`src/rtl/key_conditioner.sv`:
```
// -----------------------------------------------------------------------------
// key_conditioner
//
// Front-end conditioning for four raw active-low push-buttons. Each key is
// synchronised through two flops and then debounced. The debounced levels
// drive these outputs:
//   - inc / inc2 : one-cycle pulses with hold-to-repeat, from keys 0 and 1
//   - sel        : a toggled select level, from key 2
//   - clr        : a one-cycle clear pulse, from key 3
// All outputs are in the clk domain and are registered.
//
// Ports:
//   clk      in   1  system clock, rising edge
//   res      in   1  synchronous active-low reset
//   key_n    in   4  raw asynchronous buttons, 0 = pressed
//                    [0] inc, [1] inc2, [2] select, [3] clear
//   inc      out  1  pulse per accepted press or repeat of key 0
//   inc2     out  1  pulse per accepted press or repeat of key 1
//   sel      out  1  level, toggles on each accepted press of key 2
//   clr      out  1  pulse per accepted press of key 3
//   pressed  out  4  debounced key state, 1 = pressed
// -----------------------------------------------------------------------------
module key_conditioner #(
  parameter int DB_CYCLES     = 1000000,
  parameter int HOLD_CYCLES   = 25000000,
  parameter int REPEAT_CYCLES = 5000000
) (
  input  logic       clk,
  input  logic       res,
  input  logic [3:0] key_n,
  output logic       inc,
  output logic       inc2,
  output logic       sel,
  output logic       clr,
  output logic [3:0] pressed
);

  localparam int DB_W    = (DB_CYCLES > 2) ? $clog2(DB_CYCLES) : 1;
  localparam int RPT_MAX = (HOLD_CYCLES > REPEAT_CYCLES) ? HOLD_CYCLES : REPEAT_CYCLES;
  localparam int RPT_W   = (RPT_MAX > 2) ? $clog2(RPT_MAX) : 1;

  localparam logic [DB_W-1:0]  DB_LAST   = DB_W'(DB_CYCLES - 1);
  localparam logic [DB_W-1:0]  DB_ZERO   = DB_W'(0);
  localparam logic [DB_W-1:0]  DB_ONE    = DB_W'(1);
  localparam logic [RPT_W-1:0] HOLD_LAST = RPT_W'(HOLD_CYCLES - 1);
  localparam logic [RPT_W-1:0] RPT_LAST  = RPT_W'(REPEAT_CYCLES - 1);
  localparam logic [RPT_W-1:0] RPT_ZERO  = RPT_W'(0);
  localparam logic [RPT_W-1:0] RPT_ONE   = RPT_W'(1);

  typedef enum logic [1:0] {
    ST_IDLE   = 2'd0,
    ST_HOLD   = 2'd1,
    ST_REPEAT = 2'd2
  } rpt_state_t;

  logic [3:0] sync1_r;
  logic [3:0] sync2_r;
  logic [3:0] sync_s;
  logic [3:0] pressed_s;
  logic [3:0] pressed_q_r;
  logic [3:0] rise_s;
  logic [1:0] fall_s;
  logic [1:0] rpt_pulse_s;

  // Two-stage synchroniser; resets to the released level (1).
  always_ff @(posedge clk) begin
    if (!res) begin
      sync1_r <= 4'hF;
      sync2_r <= 4'hF;
    end else begin
      sync1_r <= key_n;
      sync2_r <= sync1_r;
    end
  end

  // Convert the synchronised active-low keys to active-high "pressed" sense.
  assign sync_s = ~sync2_r;

  for (genvar k = 0; k < 4; k++) begin : g_db
    logic [DB_W-1:0] db_cnt_r;
    logic            db_level_r;

    // Debounce: count consecutive cycles of disagreement with the accepted
    // level. Any agreement (a bounce) restarts the count. On the last count
    // the accepted level flips.
    always_ff @(posedge clk) begin
      if (!res) begin
        db_cnt_r   <= DB_ZERO;
        db_level_r <= 1'b0;
      end else if (sync_s[k] == db_level_r) begin
        db_cnt_r   <= DB_ZERO;
        db_level_r <= db_level_r;
      end else if (db_cnt_r >= DB_LAST) begin
        db_cnt_r   <= DB_ZERO;
        db_level_r <= ~db_level_r;
      end else begin
        db_cnt_r   <= db_cnt_r + DB_ONE;
        db_level_r <= db_level_r;
      end
    end

    assign pressed_s[k] = db_level_r;
  end

  // Delayed copy of the debounced levels for press/release edge detection.
  always_ff @(posedge clk) begin
    if (!res) begin
      pressed_q_r <= 4'h0;
    end else begin
      pressed_q_r <= pressed_s;
    end
  end

  assign rise_s = pressed_s & ~pressed_q_r;
  assign fall_s = ~pressed_s[1:0] & pressed_q_r[1:0];

  for (genvar k = 0; k < 2; k++) begin : g_rpt
    rpt_state_t       state_r;
    rpt_state_t       state_nx_s;
    logic [RPT_W-1:0] cnt_r;
    logic [RPT_W-1:0] cnt_nx_s;
    logic             pulse_s;

    // Repeat FSM state and counter registers.
    always_ff @(posedge clk) begin
      if (!res) begin
        state_r <= ST_IDLE;
        cnt_r   <= RPT_ZERO;
      end else begin
        state_r <= state_nx_s;
        cnt_r   <= cnt_nx_s;
      end
    end

    // Repeat FSM next state. A release wins over a due repeat pulse, so
    // letting go never produces a trailing pulse.
    always_comb begin
      state_nx_s = state_r;
      cnt_nx_s   = cnt_r;
      pulse_s    = 1'b0;
      case (state_r)
        ST_IDLE: begin
          if (rise_s[k]) begin
            pulse_s    = 1'b1;
            cnt_nx_s   = RPT_ZERO;
            state_nx_s = ST_HOLD;
          end else begin
            cnt_nx_s   = RPT_ZERO;
          end
        end
        ST_HOLD: begin
          if (fall_s[k]) begin
            cnt_nx_s   = RPT_ZERO;
            state_nx_s = ST_IDLE;
          end else if (cnt_r >= HOLD_LAST) begin
            pulse_s    = 1'b1;
            cnt_nx_s   = RPT_ZERO;
            state_nx_s = ST_REPEAT;
          end else begin
            cnt_nx_s   = cnt_r + RPT_ONE;
          end
        end
        ST_REPEAT: begin
          if (fall_s[k]) begin
            cnt_nx_s   = RPT_ZERO;
            state_nx_s = ST_IDLE;
          end else if (cnt_r >= RPT_LAST) begin
            pulse_s    = 1'b1;
            cnt_nx_s   = RPT_ZERO;
          end else begin
            cnt_nx_s   = cnt_r + RPT_ONE;
          end
        end
        default: begin
          cnt_nx_s   = RPT_ZERO;
          state_nx_s = ST_IDLE;
        end
      endcase
    end

    assign rpt_pulse_s[k] = pulse_s;
  end

  // Output registers. A held clear key masks the increment pulses. The
  // repeat FSMs keep running underneath, so masked pulses are dropped.
  always_ff @(posedge clk) begin
    if (!res) begin
      inc  <= 1'b0;
      inc2 <= 1'b0;
      clr  <= 1'b0;
      sel  <= 1'b0;
    end else begin
      inc  <= rpt_pulse_s[0] & ~pressed_s[3];
      inc2 <= rpt_pulse_s[1] & ~pressed_s[3];
      clr  <= rise_s[3];
      sel  <= sel ^ rise_s[2];
    end
  end

  assign pressed = pressed_s;

endmodule

```
`config.mk`:
```
export PLATFORM = sky130hd
export DESIGN_NAME = key_conditioner
export DESIGN_NICKNAME = d
export VERILOG_FILES = /design/src/rtl/key_conditioner.sv
export SDC_FILE = /design/constraint.sdc
export NUM_CORES = 1
export LEC_CHECK = 0
export CORE_ASPECT_RATIO = 0.5
export CORE_UTILIZATION = 62
export DETAILED_ROUTE_END_ITERATION = 10
export HOLD_SLACK_MARGIN = 0.06
export PLACE_DENSITY = 0.85
export RECOVER_POWER = 25
export SYNTH_ARGS = -nofsm -noshare
export SYNTH_HDL_FRONTEND = slang
export SYNTH_SLANG_ARGS = --single-unit
```
`constraint.sdc`:
```
create_clock -name clk -period 2.4 [get_ports clk]
set_clock_uncertainty 0.2 [all_clocks]
set_input_delay 0.24 -clock clk [delete_from_list [all_inputs] [get_ports clk]]
set_output_delay 0.24 -clock clk [all_outputs]
set_load 0.005 [all_outputs]
```
==> results_dict.tcl, run 1 <==
set metrics [dict create \
    port_buffers 13 \
    tritoncts "yes" \
    timing.final.crit_share_pct 95.7 \
    clock-root-buffer "clkbuf_16" \
    finalCriticalPeriod_ps 2300 \
    critPathKind "reg2reg" \
    clk_path_buf_depth 2 \
    fin_cells 963 \
    rsz0062_at_grt "yes" \
    start_util_pct 65.6 \
    clk_pin_slew_ps 60 \
    slew_violations 0 \
    row_count 26 \
    crit_fanout 6 \
    drv_cap 0 \
    nNetsFinal 830 \
    post-route-drc-count 0 \
    fp.dieH_microns 76.6 \
    core_region_area_sq_mm 0.0105 \
    dieArea_sq_mm 0.0116 \
    ys_seq_area_share_pct 44.7 \
    drive_gt1_share_pct 10.1 \
    worst_pin_slew_ps 558 \
    cp.arrival_ps 2410 \
    cp.required_ps 2510 \
    status "complete, no violations" \
    synth_fp_nets 804 \
    synth_flop_cell "dfxtp_1" \
    cts_buffers 17 \
    io-pin-count 14 \
    worstHoldPathType "in2reg" \
    grt_antenna_before_repair 0 \
    postRouteAntennaNets 0 \
    timing.slew.headroom_pct 62.5 \
    synth_top_area_cell "dfxtp_1" \
    overflow 0 \
    grt_pass1_vias 5214 \
    n_antenna_cell 0 \
    grt_pass1_wl_mm 23.2 \
    netlist_area_sq_mm 0.00690 \
    vias 5292 \
    cts_resized 0 \
    crit_chain "nand2b_1 > or4_1 > o221ai_2 > a21oi_1 > o22a_1 > a2111oi_2" \
    crit_slowest_cell "or4_1" \
    power.density_mw_per_mm2 674 \
    avgSynthCellArea_sq_um 8.80 \
    yosys.cell_types.count 53 \
    r2r_cells 6 \
    syn_to_final_growth_pct 13.0 \
    post_cts_buffers 0 \
    cts_sinks 154 \
    holdPathStages 2 \
    async_flop_share_pct 0 \
    ys_top_cells_by_area "dfxtp_1 45%, xor2_1 8.3%, nor2_1 7.8%" \
    synth_warnings 0 \
    yosysTopAreaCellShare_pct 44.7 \
    dieWidth_microns 151 \
    wl_mm 13.2 \
    fin_ws_ps 102 \
    synth_edf_count 0 \
    cts-htree-levels 4 \
    fmax_mhz 435 \
    hold_slack_ps 205 \
    place_ws_ps 73.5 \
    ys_ff_latch 154 \
    gp_congestion 0.821 \
    clk_latency_ps 420 \
    grt_max_degree 26 \
    drtIter0Drc 275 \
    wl_per_cell_microns 13.7 \
    dp_hpwl_mm 8.68 \
    power.leakage_nw 2.65 \
    drtPass1Iterations 4 \
    hold_violations 0 \
    start_kind "register" \
    hold_buffers 0 \
    end_kind "register" \
    syn-instance-count 784 \
    slowest_delay_ps 550 \
    vias_per_cell 5.50 \
    place_inst 931 \
    setup_viol 0 \
    vdd_ir_drop_max_v 0.000452 \
    grt.total_usage_pct 25.0 \
]
## cell usage in the layout (no fill, tap or decap), types with 9 or more instances in the layout
cell type  netlist  routed
buf_4            4      13
nand3_1         59      59
nand2b_1        14      14
xor2_1          65      65
ha_1            14      14
nor2_2          20      20
nand4_1         23      23
dfxtp_1        154     154
nand2_1         47      47
inv_1           21      21
and2_1          11       9
nor3_1          12      11
xnor2_1         53      53
and3_1          25      24
clkbuf_16        0      17
nor2_1         144     144
## cells in the mapped netlist (4+ instances only)
cell type  number
nor3_1         12
nor2_2         20
nor2b_1         4
nor2_1        144
nand4_1        23
nand2_1        47
o21ai_0         7
and2_1         11
nor4_1          7
o31ai_1         4
ha_1           14
nand3_1        59
clkbuf_1       16
a211o_1         5
dfxtp_1       154
o41ai_1         4
o211ai_1        4
buf_4           4
a31oi_1         4
inv_1          21
a21oi_1         8
and3_1         25
xnor2_1        53
or3_1           4
and4_1          8
o22a_1          4
nand2b_1       14
xor2_1         65
## power breakdown
part           internal [W]  leakage, nW  total (W)  switching, W
Combinational     0.0000445         1.14   0.000118     0.0000739
Sequential          0.00257         1.24    0.00258     0.0000117
Clock               0.00144        0.272    0.00255       0.00111
Total               0.00406         2.65    0.00525       0.00119
## flip-flops by register name (all words and copies together), names as in the netlist
name,flops
g_db.db_level_r,4
g_db.db_cnt_r,80
sync2_r,4
sel,1
clr,1
g_rpt.state_r,4
sync1_r,4
inc2,1
inc,1
pressed_q_r,4
g_rpt.cnt_r,50
## per-layer routing
metal	global-route usage [%]	share of wire, %	up-vias	wire (microns)
met5	0	0	-	0
met4	9.70	1.2	0	160
met3	5.57	2.9	17	385
met2	41.7	48	75	6360
met1	31.5	48	2477	6340
li1	-	-	2723	-
## worst paths after layout
| kind | start | to | slack (ps) |
|---|---|---|---|
| worst min-delay path | key_n[2] | sync1_r[2] | 210 |
| worst max register to register | g_rpt[0].cnt_r[17] | inc | 100 |
| worst max-delay path | g_rpt[0].cnt_r[17] | inc | 100 |
| worst min register to register | pressed_q_r[3] | clr | 210 |
## critical path, delay by kind of cell (launching register included)
| kind | cells | cell delay (ps) |
|---|---|---|
| AND/OR/NAND/NOR | 2 | 750 |
| flip-flops | 1 | 370 |
| AO/OA/AOI/OAI | 4 | 880 |
## logic make-up (layout without fill, tap and decap cells)
logic type	count (synthesis)	in the layout	share of synthesized area (%)
and+or+nand+nor	391	391	27.9
DFF	154	154	44.7
xor gates and xnor gates	118	118	15.0
AOI/OAI and AO/OA	58	58	6.53
buffers and inverters	47	86	3.05
adders and majority gates	14	14	2.54
muxes	2	2	0.290
## metrics by stage
| stage | cell area, sq um | TNS [ps] | utilization [%] | total power [W] |
|---|---|---|---|---|
| after floorplan | 6900 | 0 | - | 0.00272 |
| after global placement | 7230 | 0 | 68.8 | 0.00275 |
| after detailed placement | 7230 | 0 | 68.8 | 0.00276 |
| after CTS | 7800 | 0 | 74.2 | 0.00529 |
| after global routing | 7800 | -12.1 | 74.2 | 0.00543 |
| final | 7800 | 0 | 74.2 | 0.00525 |
## area by class of cell
class                   count  area (sq um)
multi-input cells         583          3630
clock buffers              17           425
well taps                 140           175
fillers                   709          2710
flip-flops and latches    154          3080
inverters                  22          82.6
repair buffers             32           256
clock inverters            15           144
Power figures use the tool's default switching activity.
==> run 2, diff against run 1 <==
SKIP_CTS_REPAIR_TIMING = 1   (was default)
==> results of run 2 <==
No change in the layout: final DEF, timing and power equal those of run 1.
